## src/rtl/smc777_kbd_if.sv

```systemverilog
// smc777_kbd_if: Z80 I/O window between the SMC-777 core and the keyboard
// front end (two registers, read/write strobes and a level interrupt).
interface smc777_kbd_if;
    logic       cpu_rd;
    logic       cpu_wr;
    logic       cpu_addr;
    logic [7:0] cpu_din;
    logic [7:0] cpu_dout;
    logic       key_irq;

    modport master (
        output cpu_rd, cpu_wr, cpu_addr, cpu_din,
        input  cpu_dout, key_irq
    );

    modport slave (
        input  cpu_rd, cpu_wr, cpu_addr, cpu_din,
        output cpu_dout, key_irq
    );
endinterface

```

## src/rtl/smc777_kbd.sv

```systemverilog
// smc777_kbd: PS/2 set-2 front end for the SMC-777 core. Translates make codes
// to BIOS character codes, tracks Shift/Ctrl and buffers codes in an 8-deep FIFO.
module smc777_kbd (
    input  logic        clk,
    input  logic        reset_n,
    input  logic [10:0] ps2_key,
    smc777_kbd_if.slave bus
);
    logic       init_q, init_d;
    logic       prev10_q, prev10_d;
    logic       lsh_q, lsh_d;
    logic       rsh_q, rsh_d;
    logic       ctl_q, ctl_d;
    logic       push_q, push_d;
    logic [7:0] code_q, code_d;
    logic       modv_q, modv_d;
    logic [1:0] msel_q, msel_d;
    logic       mmk_q, mmk_d;
    logic [7:0] mem_q [8];
    logic [7:0] mem_d [8];
    logic [2:0] wptr_q, wptr_d;
    logic [2:0] rptr_q, rptr_d;
    logic [3:0] count_q, count_d;
    logic       ovf_q, ovf_d;
    logic       irq_en_q, irq_en_d;

    logic       ev, mk, e0, shift, is_mod, is_let, is_dig;
    logic [7:0] sc, base, xlat, status;
    logic       empty, full, pop, flush, do_push, st_rd, ctl_wr;
    logic       unused_din;

    assign sc     = ps2_key[7:0];
    assign e0     = ps2_key[8];
    assign mk     = ps2_key[9];
    assign ev     = init_q && (ps2_key[10] != prev10_q);
    assign shift  = lsh_q | rsh_q;
    assign is_mod = (!e0 && (sc == 8'h12 || sc == 8'h59)) || sc == 8'h14;

    // Unshifted code for each supported make; zero means "not a key we emit".
    always_comb begin
        base = 8'h00;
        unique case (sc)
            8'h1C: base = 8'h61;
            8'h32: base = 8'h62;
            8'h21: base = 8'h63;
            8'h23: base = 8'h64;
            8'h24: base = 8'h65;
            8'h2B: base = 8'h66;
            8'h34: base = 8'h67;
            8'h33: base = 8'h68;
            8'h43: base = 8'h69;
            8'h3B: base = 8'h6A;
            8'h42: base = 8'h6B;
            8'h4B: base = 8'h6C;
            8'h3A: base = 8'h6D;
            8'h31: base = 8'h6E;
            8'h44: base = 8'h6F;
            8'h4D: base = 8'h70;
            8'h15: base = 8'h71;
            8'h2D: base = 8'h72;
            8'h1B: base = 8'h73;
            8'h2C: base = 8'h74;
            8'h3C: base = 8'h75;
            8'h2A: base = 8'h76;
            8'h1D: base = 8'h77;
            8'h22: base = 8'h78;
            8'h35: base = 8'h79;
            8'h1A: base = 8'h7A;
            8'h16: base = 8'h31;
            8'h1E: base = 8'h32;
            8'h26: base = 8'h33;
            8'h25: base = 8'h34;
            8'h2E: base = 8'h35;
            8'h36: base = 8'h36;
            8'h3D: base = 8'h37;
            8'h3E: base = 8'h38;
            8'h46: base = 8'h39;
            8'h45: base = 8'h30;
            8'h5A: base = 8'h0D;
            8'h29: base = 8'h20;
            8'h76: base = 8'h1B;
            8'h66: base = 8'h08;
            default: base = 8'h00;
        endcase
        if (e0 && sc != 8'h5A) base = 8'h00;
    end

    // Apply modifiers: ctrl beats shift on letters, shift also hits digits 1-9.
    always_comb begin
        is_let = base >= 8'h61;
        is_dig = base >= 8'h31 && base <= 8'h39;
        xlat   = base;
        if (is_let && ctl_q)      xlat = base - 8'h60;
        else if (is_let && shift) xlat = base - 8'h20;
        else if (is_dig && shift) xlat = base - 8'h10;
    end

    // Event capture: first clock after reset only primes prev10.
    always_comb begin
        init_d   = 1'b1;
        prev10_d = ps2_key[10];
        modv_d   = ev && is_mod;
        mmk_d    = mk;
        msel_d   = 2'd2;
        if (!e0 && sc == 8'h12)      msel_d = 2'd0;
        else if (!e0 && sc == 8'h59) msel_d = 2'd1;
        push_d   = ev && mk && !is_mod && base != 8'h00;
        code_d   = xlat;
    end

    // Modifier state follows the registered modifier event one cycle later.
    always_comb begin
        lsh_d = lsh_q;
        rsh_d = rsh_q;
        ctl_d = ctl_q;
        if (modv_q) begin
            unique case (msel_q)
                2'd0:    lsh_d = mmk_q;
                2'd1:    rsh_d = mmk_q;
                default: ctl_d = mmk_q;
            endcase
        end
    end

    assign empty   = count_q == 4'd0;
    assign full    = count_q == 4'd8;
    assign pop     = bus.cpu_rd && !bus.cpu_addr && !empty;
    assign st_rd   = bus.cpu_rd && bus.cpu_addr;
    assign ctl_wr  = bus.cpu_wr && bus.cpu_addr;
    assign flush   = ctl_wr && bus.cpu_din[7];
    assign do_push = push_q && (!full || pop);

    // FIFO, overflow and irq enable; flush overrides any push/pop this cycle.
    always_comb begin
        mem_d    = mem_q;
        wptr_d   = wptr_q;
        rptr_d   = rptr_q;
        count_d  = count_q;
        ovf_d    = ovf_q;
        irq_en_d = irq_en_q;
        if (ctl_wr) irq_en_d = bus.cpu_din[0];
        if (flush) begin
            wptr_d  = 3'd0;
            rptr_d  = 3'd0;
            count_d = 4'd0;
            ovf_d   = 1'b0;
        end else begin
            if (do_push) begin
                mem_d[wptr_q] = code_q;
                wptr_d        = wptr_q + 3'd1;
            end
            if (pop) rptr_d = rptr_q + 3'd1;
            if (do_push && !pop)      count_d = count_q + 4'd1;
            else if (!do_push && pop) count_d = count_q - 4'd1;
            if (st_rd) ovf_d = 1'b0;
            if (push_q && full && !pop) ovf_d = 1'b1;
        end
    end

    // State registers.
    always_ff @(posedge clk or negedge reset_n) begin
        if (!reset_n) begin
            init_q   <= 1'b0;
            prev10_q <= 1'b0;
            lsh_q    <= 1'b0;
            rsh_q    <= 1'b0;
            ctl_q    <= 1'b0;
            push_q   <= 1'b0;
            code_q   <= 8'h00;
            modv_q   <= 1'b0;
            msel_q   <= 2'd0;
            mmk_q    <= 1'b0;
            for (int i = 0; i < 8; i++) mem_q[i] <= 8'h00;
            wptr_q   <= 3'd0;
            rptr_q   <= 3'd0;
            count_q  <= 4'd0;
            ovf_q    <= 1'b0;
            irq_en_q <= 1'b0;
        end else begin
            init_q   <= init_d;
            prev10_q <= prev10_d;
            lsh_q    <= lsh_d;
            rsh_q    <= rsh_d;
            ctl_q    <= ctl_d;
            push_q   <= push_d;
            code_q   <= code_d;
            modv_q   <= modv_d;
            msel_q   <= msel_d;
            mmk_q    <= mmk_d;
            mem_q    <= mem_d;
            wptr_q   <= wptr_d;
            rptr_q   <= rptr_d;
            count_q  <= count_d;
            ovf_q    <= ovf_d;
            irq_en_q <= irq_en_d;
        end
    end

    assign status = {irq_en_q, 1'b0, ctl_q, shift, 1'b0, ovf_q, full, !empty};
    assign bus.cpu_dout = bus.cpu_addr ? status
                        : (empty ? 8'h00 : mem_q[rptr_q]);
    assign bus.key_irq  = irq_en_q && !empty;
    assign unused_din   = ^bus.cpu_din[6:1];
endmodule

```

## src/flat_wrapper.sv

```systemverilog
// flat-port wrapper written by rule: the top's interface ports become plain ports
module smc777_kbd_flat 
  (clk, reset_n, ps2_key, bus_cpu_rd, bus_cpu_wr, bus_cpu_addr, bus_cpu_din, bus_cpu_dout, bus_key_irq);
  smc777_kbd_if bus_i ();
  input  logic clk;
  input  logic reset_n;
  input  logic [10:0] ps2_key;
  input wire logic [$bits(bus_i.cpu_rd)-1:0] bus_cpu_rd;
  input wire logic [$bits(bus_i.cpu_wr)-1:0] bus_cpu_wr;
  input wire logic [$bits(bus_i.cpu_addr)-1:0] bus_cpu_addr;
  input wire logic [$bits(bus_i.cpu_din)-1:0] bus_cpu_din;
  output wire logic [$bits(bus_i.cpu_dout)-1:0] bus_cpu_dout;
  output wire logic [$bits(bus_i.key_irq)-1:0] bus_key_irq;
  assign bus_i.cpu_rd = bus_cpu_rd;
  assign bus_i.cpu_wr = bus_cpu_wr;
  assign bus_i.cpu_addr = bus_cpu_addr;
  assign bus_i.cpu_din = bus_cpu_din;
  assign bus_cpu_dout = bus_i.cpu_dout;
  assign bus_key_irq = bus_i.key_irq;
  smc777_kbd u_core (.clk(clk), .reset_n(reset_n), .ps2_key(ps2_key), .bus(bus_i));
endmodule
```

## config.mk

```make
export PLATFORM = sky130hd
export DESIGN_NAME = smc777_kbd_flat
export DESIGN_NICKNAME = d
export VERILOG_FILES = /design/src/rtl/smc777_kbd_if.sv /design/src/rtl/smc777_kbd.sv /design/src/flat_wrapper.sv
export SDC_FILE = /design/constraint.sdc
export NUM_CORES = 1
export LEC_CHECK = 0
export ABC_CLOCK_PERIOD_IN_PS = 8510
export CORE_ASPECT_RATIO = 0.75
export CORE_UTILIZATION = 32
export CTS_CLUSTER_DIAMETER = 120
export DETAILED_ROUTE_END_ITERATION = 10
export SETUP_SLACK_MARGIN = 0.4
export SYNTH_ARGS = -nofsm -noshare
export SYNTH_HDL_FRONTEND = slang
export SYNTH_SLANG_ARGS = --single-unit
```

## constraint.sdc

```tcl
create_clock -name clk -period 8.51 [get_ports clk]
set_input_delay 1.2765 -clock clk [delete_from_list [all_inputs] [get_ports clk]]
set_output_delay 1.2765 -clock clk [all_outputs]
set_load 0.005 [all_outputs]
```

==> metrics.log, run 1 <==
[metrics] number of antenna violations at the first check in global routing: 0
[metrics] syn avg cell area: 12.0 um2
[metrics] clk_lat worst skew: 0.34 ns
[metrics] Period Utilization, post-route: 55.1%
[metrics] setup repair after global routing missed its margin: false
[metrics] die height: 115 um
[metrics] cell leakage power: 2.75 nW
[metrics] number of H-tree levels: 3
[metrics] number of distinct library cells after synthesis: 65
[metrics] clock transition at the registers of the reported paths: 0.06 ns
[metrics] busiest layer in global routing: met2
[metrics] sequential standard cell area: 0.00235 mm2
[metrics] die footprint: 0.0175 mm2
[metrics] commonest non-fill, non-tap cells in the layout: 94 x sky130_fd_sc_hd__dfrtp_1, 77 x sky130_fd_sc_hd__mux2_2, 26 x sky130_fd_sc_hd__nor2_1, 25 x sky130_fd_sc_hd__nand2_1, 25 x sky130_fd_sc_hd__clkdlybuf4s50_1
[metrics] number of clock sinks seen by CTS: 94
[metrics] Top Ports: 33
[metrics] largest buffer count on any clock path: 2
[metrics] Port Buffers: 26
[metrics] Sw Share: 29.4%
[metrics] Final ANT Viol Nets: 0
[metrics] post-synthesis cell area: 0.00544 mm2
[metrics] cell row count: 40
[metrics] Non-Filler Instances: 688
[metrics] most common library cell in the layout ignoring fill and taps: sky130_fd_sc_hd__dfrtp_1
[metrics] CTS tree: built
[metrics] crit end category: flop
[metrics] max capacitance violation total: 0
[metrics] Setup Slack @ Placement: 3.54 ns
[metrics] average routed wire per standard cell: 17.2 um
[metrics] number of nets produced by synthesis: 498
[metrics] via count of the first global-routing pass: 3658
[metrics] Max Fclk: 213 MHz
[metrics] overall routed net length: 11800 um
[metrics] nature of the critical path startpoint: primary input
[metrics] met1 demand-to-capacity share in global routing: 20.3%
[metrics] vias post-DR: 3680
[metrics] Setup Crit Path Kind: primary input to flop
[metrics] Worst VDD drop: 103 uV
[metrics] overall overflow remaining after global route: 0
[metrics] portion of total power attributed to the clock network: 33.1%
[metrics] logic gate share of total power: 21.7%
[metrics] post-route worst hold slack: 0.503 ns
[metrics] Internal Dissipation: 817 uW
[metrics] post-route worst setup slack: 3.82 ns
[metrics] area growth from synthesis to layout: 13.1%
[metrics] drc violations: 0
[metrics] Pwr per Cell Area: 188 mW/mm2
[metrics] number of synthesized flops with an enable pin: 0
[metrics] number of hold buffers added after cts: 0
[metrics] multi-input logic area: 0.00292 mm2
[metrics] class of the tightest hold or removal check: flop to flop
[metrics] transition at the pin with the smallest max-transition slack: 0.993 ns
[metrics] number of cells upsized or downsized after cts: 0
[metrics] CTS buffer count: 9
[metrics] fill cell count: 1563
[metrics] global-route wire length before repair: 19600 um
[metrics] share of final-layout standard cells stronger than drive strength 1: 27.0%
[metrics] pin count of the biggest net entering global routing: 62
[metrics] total of endpoints with negative setup slack in the final report: 0
[metrics] number of buffers added for setup after CTS: 0
[metrics] Pre-antenna DRT Iters: 4
[metrics] per-cell via count in the routed design: 5.35
[metrics] met3 demand-to-capacity share in global routing: 3.24%
[metrics] Mapped Cells: 454
[metrics] Psw: 341 uW
[metrics] overall routing resource usage: 14.5%
[metrics] estimated wirelength of the detail-placed design: 8260 um
[metrics] placer congestion estimate: 0.834
[metrics] count of final hold-check violations: 0
[metrics] proportion of register bits with asynchronous set or reset after synthesis: 100%
[metrics] Initial Util: 33.4%
[metrics] core region area: 0.0163 mm2
[metrics] Worst Skew: 0.00641 ns
[metrics] warnings from Yosys: 0
[metrics] clock root cell: sky130_fd_sc_hd__clkbuf_16
[metrics] headroom to the max-slew limit: 33.6%
[metrics] Final Slew Violations: 0
[metrics] final-layout setup total negative slack: 0 ns
[metrics] final critical-path required period: 4.69 ns
[metrics] initial drt markers: 188
[metrics] worst endpoint required time: 8.74 ns
[metrics] final antenna diode count: 0
[metrics] Yosys reg bits: 94
[metrics] met2 capacity usage during global routing: 22.0%
[metrics] CP Max Fanout: 17
[metrics] share of synthesized area occupied by flip-flops and latches: 43.2%
[metrics] most frequently used flop master after synthesis: sky130_fd_sc_hd__dfrtp_1
[metrics] chip width: 153 um
[metrics] run status: completed
[metrics] power share of the sequential group: 45.2%
[metrics] Net count, final: 517
[metrics] Data arrival, critical path: 4.92 ns
[metrics] dpl cells: 672
==> critical path, stage by stage <==
cell and delay [ns]:
sky130_fd_sc_hd__clkdlybuf4s50_1 0.85, sky130_fd_sc_hd__inv_1 0.20, sky130_fd_sc_hd__ha_1 0.37, sky130_fd_sc_hd__a21oi_1 0.17, sky130_fd_sc_hd__nor2b_1 0.11, sky130_fd_sc_hd__a22oi_1 0.17, sky130_fd_sc_hd__nor2_1 0.05, sky130_fd_sc_hd__o21ai_0 0.69
sky130_fd_sc_hd__inv_1 0.20, sky130_fd_sc_hd__ha_1 0.25, sky130_fd_sc_hd__nand2_1 0.08, sky130_fd_sc_hd__a221oi_2 0.06, sky130_fd_sc_hd__and2_4 0.21, sky130_fd_sc_hd__a32o_1 0.24
==> stage by stage <==
stage,instance area (um2),utilization [%],power [mW]
finish,6160,37.7,1.16
global route,6160,37.7,1.22
CTS,6160,37.7,1.17
detailed placement,5870,36.0,0.784
global placement,5870,36.0,0.776
floorplan,5440,-,0.695
==> cell usage after synthesis (9+ instances only) <==
cell / number / share of area [%]
sky130_fd_sc_hd__nand3_1: 10 / 0.92
sky130_fd_sc_hd__nand2b_1: 12 / 1.4
sky130_fd_sc_hd__inv_1: 12 / 0.83
sky130_fd_sc_hd__o21ai_0: 9 / 0.83
sky130_fd_sc_hd__dfrtp_1: 94 / 43
sky130_fd_sc_hd__a21oi_1: 14 / 1.3
sky130_fd_sc_hd__mux2_2: 77 / 16
sky130_fd_sc_hd__nand2_1: 25 / 1.7
sky130_fd_sc_hd__mux4_2: 18 / 7.4
sky130_fd_sc_hd__mux2i_1: 15 / 2.8
sky130_fd_sc_hd__clkbuf_1: 11 / 0.76
sky130_fd_sc_hd__ha_1: 19 / 4.4
sky130_fd_sc_hd__nor2_1: 26 / 1.8
==> layer usage <==
| layer | share of wire (%) | vias up |
|---|---|---|
| met4 | 1.7 | 0 |
| met3 | 4.2 | 16 |
| met5 | 0 | - |
| met1 | 49 | 1867 |
| met2 | 45 | 71 |
| li1 | - | 1726 |
==> cell type report <==
| cell class | instances | share of cell area [%] |
|---|---|---|
| multi-input combinational | 325 | 47.3 |
| clock buffer | 13 | 4.39 |
| timing repair buffer | 31 | 4.79 |
| sequential | 94 | 38.2 |
| clock inverter | 3 | 0.284 |
| tap | 210 | 4.27 |
| inverter | 12 | 0.731 |
==> power by group through the flow <==
stage	Sequential, mW	Combinational, mW	Clock (mW)
detailed placement	0.531	0.253	0
finish	0.523	0.251	0.383
CTS	0.523	0.254	0.394
floorplan	0.498	0.197	0
global route	0.529	0.280	0.413
global placement	0.529	0.247	0
==> sequential cells by signal, indices dropped and copies added, names as in the netlist <==
register	count
u_core.rsh_q	1
u_core.ovf_q	1
u_core.modv_q	1
u_core.irq_en_q	1
u_core.count_q	4
u_core.lsh_q	1
u_core.wptr_q	3
u_core.ctl_q	1
u_core.rptr_q	3
u_core.mmk_q	1
u_core.msel_q	2
u_core.push_q	1
u_core.prev10_q	1
u_core.init_q	1
u_core.code_q	8
u_core.mem_q	64
==> cells by family (layout without fill, tap and decap cells) <==
family                     count (synthesis)  in the layout  synth area share [%]
muxes                                    110            110                  26.1
other                                      1              1                0.0689
buffers and inverters                     35             59                  3.24
AOI/OAI and AO/OA                         70             70                  9.81
and+or+nand+nor                          115            115                  11.4
adders and majority gates                 20             20                  4.73
DFF                                       94             94                  43.2
xor gates and xnor gates                   9              9                  1.45
==> worst paths after layout <==
kind                                               startpoint                             to  slack [ns]  depth (start not counted)
worst max register to register  u_core.count_q[0]$_DFFE_PN0P_  u_core.count_q[3]$_DFFE_PN0P_        5.54                         12
max in group asynchronous                             reset_n   u_core.mem_q[16]$_DFFE_PN0P_        6.52                          2
worst min register to register    u_core.mem_q[7]$_DFFE_PN0P_    u_core.mem_q[7]$_DFFE_PN0P_        0.50                          1
worst max-delay path                               ps2_key[1]     u_core.code_q[7]$_DFF_PN0_        3.82                         14
min in group asynchronous                             reset_n  u_core.count_q[1]$_DFFE_PN0P_        0.87                          1
worst min-delay path              u_core.mem_q[7]$_DFFE_PN0P_    u_core.mem_q[7]$_DFFE_PN0P_        0.50                          1
(Power assumes the default switching activity.)
==> inputs of run 2 (changes only) <==
--- a/config.mk
+++ b/config.mk
@@ -5,7 +5,7 @@
 export SDC_FILE = /design/constraint.sdc
 export NUM_CORES = 1
 export LEC_CHECK = 0
-export ABC_CLOCK_PERIOD_IN_PS = 8510
+export ABC_CLOCK_PERIOD_IN_PS = 4880
 export CORE_ASPECT_RATIO = 0.75
 export CORE_UTILIZATION = 32
 export CTS_CLUSTER_DIAMETER = 120
==> constraint.sdc (replaced) <==
create_clock -name clk -period 4.88 [get_ports clk]
set_input_delay 0.732 -clock clk [delete_from_list [all_inputs] [get_ports clk]]
set_output_delay 0.732 -clock clk [all_outputs]
set_load 0.005 [all_outputs]
==> metrics.log, run 2 (synthesis gave the netlist of run 1 again) <==
[metrics] run status: completed
[metrics] drc violations: 0
[metrics] final critical-path required period: 3.92 ns
[metrics] CTS tree: built
[metrics] final-layout setup total negative slack: 0 ns
[metrics] overall routed net length: 12200 um
[metrics] number of cells upsized or downsized after cts: 0
[metrics] Reg-to-Reg Start: u_core.count_q[1]$_DFFE_PN0P_
[metrics] setup repair after global routing missed its margin: false
[metrics] crit-path leading delay family: compound AO/OA/AOI/OAI gates
[metrics] Setup Slack @ Placement: 0.659 ns
[metrics] global-route wire length before repair: 20200 um
[metrics] via count of the first global-routing pass: 3719
[metrics] die height: 115 um
[metrics] number of antenna violations at the first check in global routing: 0
[metrics] clock root cell: sky130_fd_sc_hd__clkbuf_16
[metrics] headroom to the max-slew limit: 29.3%
[metrics] Port Buffers: 26
[metrics] number of hold buffers added after cts: 0
[metrics] number of H-tree levels: 3
[metrics] CTS buffer count: 9
[metrics] worst path cell trace: clkdlybuf4s50_1, inv_1, ha_1, a21oi_1, nor2b_1, a22oi_1, nor2_1, o21ai_0, inv_1, ha_1, nand2_1, a221oi_2, and2_4, a32o_1
[metrics] CP max stage delay: 0.72 ns
[metrics] clock transition at the registers of the reported paths: 0.06 ns
[metrics] post-route worst setup slack: 0.964 ns
[metrics] number of clock sinks seen by CTS: 94
[metrics] slowest CP cell: sky130_fd_sc_hd__clkdlybuf4s50_1
[metrics] Regs by FF count: u_core.mem_q x64, u_core.code_q x8, u_core.count_q x4
[metrics] pin count of the biggest net entering global routing: 62
[metrics] instance area at placement: 0.00592 mm2
[metrics] Buf+Inv Stages, Crit Path: 3
[metrics] core region area: 0.0163 mm2
[metrics] chip width: 153 um
[metrics] number of buffers added for setup after CTS: 0
[metrics] commonest non-fill, non-tap cells in the layout: 94 x sky130_fd_sc_hd__dfrtp_1, 77 x sky130_fd_sc_hd__mux2_2, 26 x sky130_fd_sc_hd__nor2_1, 25 x sky130_fd_sc_hd__nand2_1, 25 x sky130_fd_sc_hd__clkdlybuf4s50_1
[metrics] worst endpoint required time: 5.10 ns
[metrics] placer congestion estimate: 0.842
[metrics] largest buffer count on any clock path: 2
[metrics] Period Utilization, post-route: 80.2%
[metrics] cell leakage power: 2.78 nW
[metrics] total of endpoints with negative setup slack in the final report: 0
[metrics] Pwr per Cell Area: 330 mW/mm2
[metrics] Max Fclk: 255 MHz
[metrics] Data arrival, critical path: 4.14 ns
[metrics] R2R depth: 12
[metrics] overall overflow remaining after global route: 0
[metrics] cell area after layout: 0.00621 mm2
[metrics] transition at the pin with the smallest max-transition slack: 1.06 ns
[metrics] area growth from synthesis to layout: 14.1%
[metrics] Top Ports: 33
[metrics] average routed wire per standard cell: 17.6 um
[metrics] Final ANT Viol Nets: 0
[metrics] Final Slew Violations: 0
[metrics] Net count, final: 523
[metrics] CP Max Fanout: 10
[metrics] class of the tightest hold or removal check: primary input to asynchronous set/reset pin
[metrics] Pre-antenna DRT Iters: 5
[metrics] Worst Skew: 0.00644 ns
[metrics] per-cell via count in the routed design: 5.35
[metrics] Setup Crit Path Kind: primary input to flop
[metrics] most flop-heavy register: u_core.mem_q
[metrics] RR Endpoint: u_core.count_q[3]$_DFFE_PN0P_
[metrics] count of final hold-check violations: 0
[metrics] max capacitance violation total: 0
[metrics] register-to-register setup slack: 1.92 ns
[metrics] nature of the critical path startpoint: primary input
[metrics] cell row count: 40
[metrics] clk_lat worst skew: 0.34 ns
[metrics] overall routing resource usage: 14.8%
[metrics] share of final-layout standard cells stronger than drive strength 1: 27.5%
[metrics] Initial Util: 33.4%
[metrics] crit end category: flop
[metrics] most common library cell in the layout ignoring fill and taps: sky130_fd_sc_hd__dfrtp_1
[metrics] Worst VDD drop: 157 uV
[metrics] vias post-DR: 3714
[metrics] initial drt markers: 261
[metrics] die footprint: 0.0175 mm2
[metrics] final antenna diode count: 0
[metrics] number of flip-flops under the largest register name: 64
[metrics] estimated wirelength of the detail-placed design: 8580 um
## run 2: cell count changes in the layout (fill, tap and decap cells not counted)
cell,delta
sky130_fd_sc_hd__clkinv_4,+1
sky130_fd_sc_hd__clkbuf_8,-2
sky130_fd_sc_hd__clkbuf_1,+2
sky130_fd_sc_hd__bufinv_16,+1
sky130_fd_sc_hd__buf_4,+6
sky130_fd_sc_hd__clkinvlp_4,-1
sky130_fd_sc_hd__clkinv_2,-1
## run 2: how the worst max path moves through the flow
stage	slack (ns)	cells past startpoint	start	endpoint
after global placement	0.76	14	ps2_key[0]	u_core.code_q[7]$_DFF_PN0_
after detailed placement	0.66	14	ps2_key[0]	u_core.code_q[7]$_DFF_PN0_
final	0.96	14	ps2_key[0]	u_core.code_q[7]$_DFF_PN0_
after CTS	1.02	14	ps2_key[0]	u_core.code_q[7]$_DFF_PN0_
after global routing	0.67	14	ps2_key[0]	u_core.code_q[7]$_DFF_PN0_
after floorplan	1.63	15	ps2_key[3]	u_core.code_q[7]$_DFF_PN0_
## run 2: per-stage QoR
| step | utilization (%) | total power, mW | hold slack [ns] | cells |
|---|---|---|---|---|
| after floorplan | - | 1.21 | 0.436 | 454 |
| after global placement | 36.3 | 1.36 | 0.482 | 678 |
| after detailed placement | 36.3 | 1.38 | 0.489 | 678 |
| after CTS | 38.1 | 2.07 | 0.341 | 694 |
| after global routing | 38.1 | 2.16 | 0.350 | 694 |
| final | 38.1 | 2.05 | 0.324 | 694 |
## run 2: area by class of cell
type                       instances  area, um2
clock buffer                      13        250
multi-input combinational        325       2920
clock inverter                     3       43.8
inverter                          12       45.0
timing repair buffer              37        340
tap                              210        263
sequential                        94       2350
fill                            1566      10100
## run 2: power breakdown
part           switching (mW)  internal [mW]  leakage [nW]
sequential              0.124          0.823          1.29
combinational           0.191          0.224          1.35
clock                   0.279          0.412         0.144
total                   0.593           1.46          2.78
## run 2: layer usage
metal | vias up | GRT usage [%] | part of all wire (%)
met1 | 1910 | 21.3 | 49
met5 | - | 0 | 0
met2 | 65 | 23.4 | 47
li1 | 1734 | - | -
met4 | 0 | 2.83 | 0.55
met3 | 5 | 2.49 | 3.0
## run 2: worst register-to-register path, cell delays in order (launching register included)
cell	delay (ns)
sky130_fd_sc_hd__dfrtp_1	0.43
sky130_fd_sc_hd__nor3_1	0.49
sky130_fd_sc_hd__nand3_1	0.14
sky130_fd_sc_hd__nand2_1	0.22
sky130_fd_sc_hd__inv_1	0.11
sky130_fd_sc_hd__ha_1	0.25
sky130_fd_sc_hd__inv_1	0.10
sky130_fd_sc_hd__ha_1	0.22
sky130_fd_sc_hd__a21o_1	0.17
sky130_fd_sc_hd__a21oi_1	0.17
sky130_fd_sc_hd__xnor2_1	0.10
sky130_fd_sc_hd__or3_1	0.31
sky130_fd_sc_hd__a21oi_1	0.16
==> inputs of run 3 (changes only) <==
--- a/config.mk
+++ b/config.mk
@@ -5,7 +5,7 @@
 export SDC_FILE = /design/constraint.sdc
 export NUM_CORES = 1
 export LEC_CHECK = 0
-export ABC_CLOCK_PERIOD_IN_PS = 4880
+export ABC_CLOCK_PERIOD_IN_PS = 3400
 export CORE_ASPECT_RATIO = 0.75
 export CORE_UTILIZATION = 32
 export CTS_CLUSTER_DIAMETER = 120
==> constraint.sdc (replaced) <==
create_clock -name clk -period 3.4 [get_ports clk]
set_input_delay 0.51 -clock clk [delete_from_list [all_inputs] [get_ports clk]]
set_output_delay 0.51 -clock clk [all_outputs]
set_load 0.005 [all_outputs]
==> metrics.log, run 3 (synthesis gave the netlist of run 1 again) <==
[metrics] clock transition at the registers of the reported paths: 0.07 ns
[metrics] number of H-tree levels: 3
[metrics] Final ANT Viol Nets: 0
[metrics] clk_lat worst skew: 0.34 ns
[metrics] run status: completed
[metrics] average routed wire per standard cell: 17.2 um
[metrics] Pre-antenna DRT Iters: 4
[metrics] post-route worst hold slack: 0.101 ns
[metrics] worst path cell trace: buf_12, mux4_2, mux2_2, a22o_1, clkdlybuf4s50_1
[metrics] setup repair after global routing missed its margin: false
[metrics] R2R depth: 12
[metrics] CP Max Fanout: 17
[metrics] final critical-path required period: 2.90 ns
[metrics] headroom to the max-slew limit: 34.3%
[metrics] commonest non-fill, non-tap cells in the layout: 94 x sky130_fd_sc_hd__dfrtp_1, 77 x sky130_fd_sc_hd__mux2_2, 45 x sky130_fd_sc_hd__buf_4, 25 x sky130_fd_sc_hd__nand2_1, 25 x sky130_fd_sc_hd__nor2_1
[metrics] number of clock sinks seen by CTS: 94
[metrics] total of endpoints with negative setup slack in the final report: 0
[metrics] number of flip-flops under the largest register name: 64
[metrics] Setup Crit Path Kind: flop to output pin
[metrics] crit-path leading delay family: multiplexers
[metrics] max capacitance violation total: 0
[metrics] per-cell via count in the routed design: 5.27
[metrics] nature of the critical path startpoint: flop
[metrics] portion of total power attributed to the clock network: 33.8%
[metrics] power share of the sequential group: 41.5%
[metrics] Final Slew Violations: 0
[metrics] instance area at placement: 0.00616 mm2
[metrics] pin count of the biggest net entering global routing: 35
[metrics] chip width: 153 um
[metrics] logic gate share of total power: 24.7%
[metrics] Regs by FF count: u_core.mem_q x64, u_core.code_q x8, u_core.count_q x4
[metrics] RR Endpoint: u_core.count_q[3]$_DFFE_PN0P_
[metrics] Period Utilization, post-route: 85.4%
[metrics] estimated wirelength of the detail-placed design: 8940 um
[metrics] Internal Dissipation: 2.20 mW
[metrics] initial drt markers: 197
[metrics] Worst VDD drop: 199 uV
[metrics] dpl cells: 709
[metrics] number of hold buffers added after cts: 0
[metrics] clock root cell: sky130_fd_sc_hd__clkbuf_16
[metrics] overall routing resource usage: 15.0%
[metrics] overall power of the completed layout: 3.09 mW
[metrics] Port Buffers: 26
[metrics] Pwr per Cell Area: 469 mW/mm2
[metrics] final antenna diode count: 0
[metrics] number of antenna violations at the first check in global routing: 0
[metrics] cell area after layout: 0.00658 mm2
[metrics] register-to-register setup slack: 0.63 ns
[metrics] via count of the first global-routing pass: 3890
[metrics] Reg-to-Reg Start: u_core.count_q[1]$_DFFE_PN0P_
[metrics] transition at the pin with the smallest max-transition slack: 0.982 ns
[metrics] area growth from synthesis to layout: 20.8%
[metrics] Data arrival, critical path: 2.39 ns
[metrics] most common library cell in the layout ignoring fill and taps: sky130_fd_sc_hd__dfrtp_1
[metrics] count of final hold-check violations: 0
[metrics] share of final-layout standard cells stronger than drive strength 1: 34.5%
[metrics] slowest CP cell: sky130_fd_sc_hd__mux4_2
[metrics] Top Ports: 33
[metrics] overall overflow remaining after global route: 0
[metrics] global-route wire length before repair: 20500 um
[metrics] cell row count: 40
[metrics] crit end category: output pin
[metrics] class of the tightest hold or removal check: primary input to asynchronous set/reset pin
[metrics] Sw Share: 28.7%
[metrics] Max Fclk: 344 MHz
[metrics] vias post-DR: 3843
[metrics] CTS buffer count: 9
[metrics] Worst Skew: 0.00730 ns
[metrics] drc violations: 0
[metrics] die footprint: 0.0175 mm2
[metrics] Net count, final: 558
[metrics] Psw: 886 uW
[metrics] cell leakage power: 2.97 nW
[metrics] CTS tree: built
[metrics] most flop-heavy register: u_core.mem_q
[metrics] largest buffer count on any clock path: 2
[metrics] Non-Filler Instances: 729
[metrics] worst endpoint required time: 2.89 ns
[metrics] placer congestion estimate: 0.861
[metrics] overall routed net length: 12500 um
[metrics] core region area: 0.0163 mm2
[metrics] Initial Util: 33.4%
[metrics] die height: 115 um
[metrics] final-layout setup total negative slack: 0 ns
[metrics] Buf+Inv Stages, Crit Path: 2
[metrics] CP max stage delay: 0.52 ns
run 3: cell types whose count changed in the layout (fill, tap and decap cells not counted), moves of 2 or more:
cell / before / now
sky130_fd_sc_hd__clkdlybuf4s50_1: 25 / 23
sky130_fd_sc_hd__clkbuf_1: 3 / 0
sky130_fd_sc_hd__dlygate4sd2_1: 0 / 2
sky130_fd_sc_hd__clkinvlp_4: 0 / 2
sky130_fd_sc_hd__clkbuf_8: 1 / 3
sky130_fd_sc_hd__buf_4: 12 / 45
sky130_fd_sc_hd__buf_12: 0 / 2
run 3: worst max-delay path by stage:
stage / to / slack [ns] / cells past startpoint / from
floorplan: u_core.code_q[7]$_DFF_PN0_ / 0.45 / 11 / ps2_key[1]
global placement: u_core.code_q[7]$_DFF_PN0_ / 0.05 / 10 / ps2_key[1]
detailed placement: u_core.code_q[7]$_DFF_PN0_ / -0.008 / 10 / ps2_key[1]
CTS: bus_cpu_dout[4] / 0.41 / 5 / u_core.rptr_q[0]$_DFFE_PN0P_
global route: u_core.code_q[5]$_DFF_PN0_ / 0.41 / 11 / ps2_key[0]
finish: bus_cpu_dout[5] / 0.50 / 5 / u_core.rptr_q[0]$_DFFE_PN0P_
run 3: routing by layer:
layer | global-route usage [%] | vias to the layer above | wire length, um
met5 | 0 | - | 0
met4 | 3.77 | 0 | 124
met3 | 3.17 | 11 | 430
met2 | 24.0 | 58 | 5730
met1 | 20.7 | 1973 | 6240
li1 | - | 1801 | -
run 3: worst reg2reg max path, cell delays in order (launching register included):
cell	delay (ns)
sky130_fd_sc_hd__dfrtp_1	0.44
sky130_fd_sc_hd__nor3_2	0.36
sky130_fd_sc_hd__nand3_1	0.12
sky130_fd_sc_hd__nand2_1	0.21
sky130_fd_sc_hd__inv_1	0.11
sky130_fd_sc_hd__ha_1	0.24
sky130_fd_sc_hd__inv_1	0.09
sky130_fd_sc_hd__ha_1	0.23
sky130_fd_sc_hd__a21o_1	0.18
sky130_fd_sc_hd__a21oi_1	0.17
sky130_fd_sc_hd__xnor2_1	0.09
sky130_fd_sc_hd__or3_1	0.31
sky130_fd_sc_hd__a21oi_1	0.15
run 3: cell type report:
cell class | instances | area, um2
clock buffers | 12 | 267
clock inverters | 4 | 53.8
fillers | 1546 | 9740
inverters | 12 | 45.0
multi-input cells | 325 | 2970
flip-flops and latches | 94 | 2350
well taps | 210 | 263
repair buffers | 72 | 626
run 3: power by group through the flow:
stage | Combinational [mW] | Sequential [mW] | Clock (mW)
2_1_floorplan | 0.493 | 1.25 | 0
3_3_place_gp | 0.695 | 1.29 | 0
3_5_place_dp | 0.718 | 1.30 | 0
4_1_cts | 0.730 | 1.28 | 1.07
5_1_grt | 0.837 | 1.29 | 1.11
6_report | 0.762 | 1.28 | 1.04
run 3: stage by stage:
| step | setup slack, ns | utilization (%) |
|---|---|---|
| floorplan | 0.450 | - |
| global placement | 0.0465 | 37.8 |
| detailed placement | -0.00820 | 37.8 |
| CTS | 0.410 | 39.9 |
| global route | 0.407 | 40.3 |
| finish | 0.497 | 40.3 |
run 3: repair_timing:
item                       4_1_cts  5_1_grt
setup buffers                    0        4
cloned                           0        0
resized for setup               10        5
pin swaps                        1        0
setup endpoints to repair       10        9
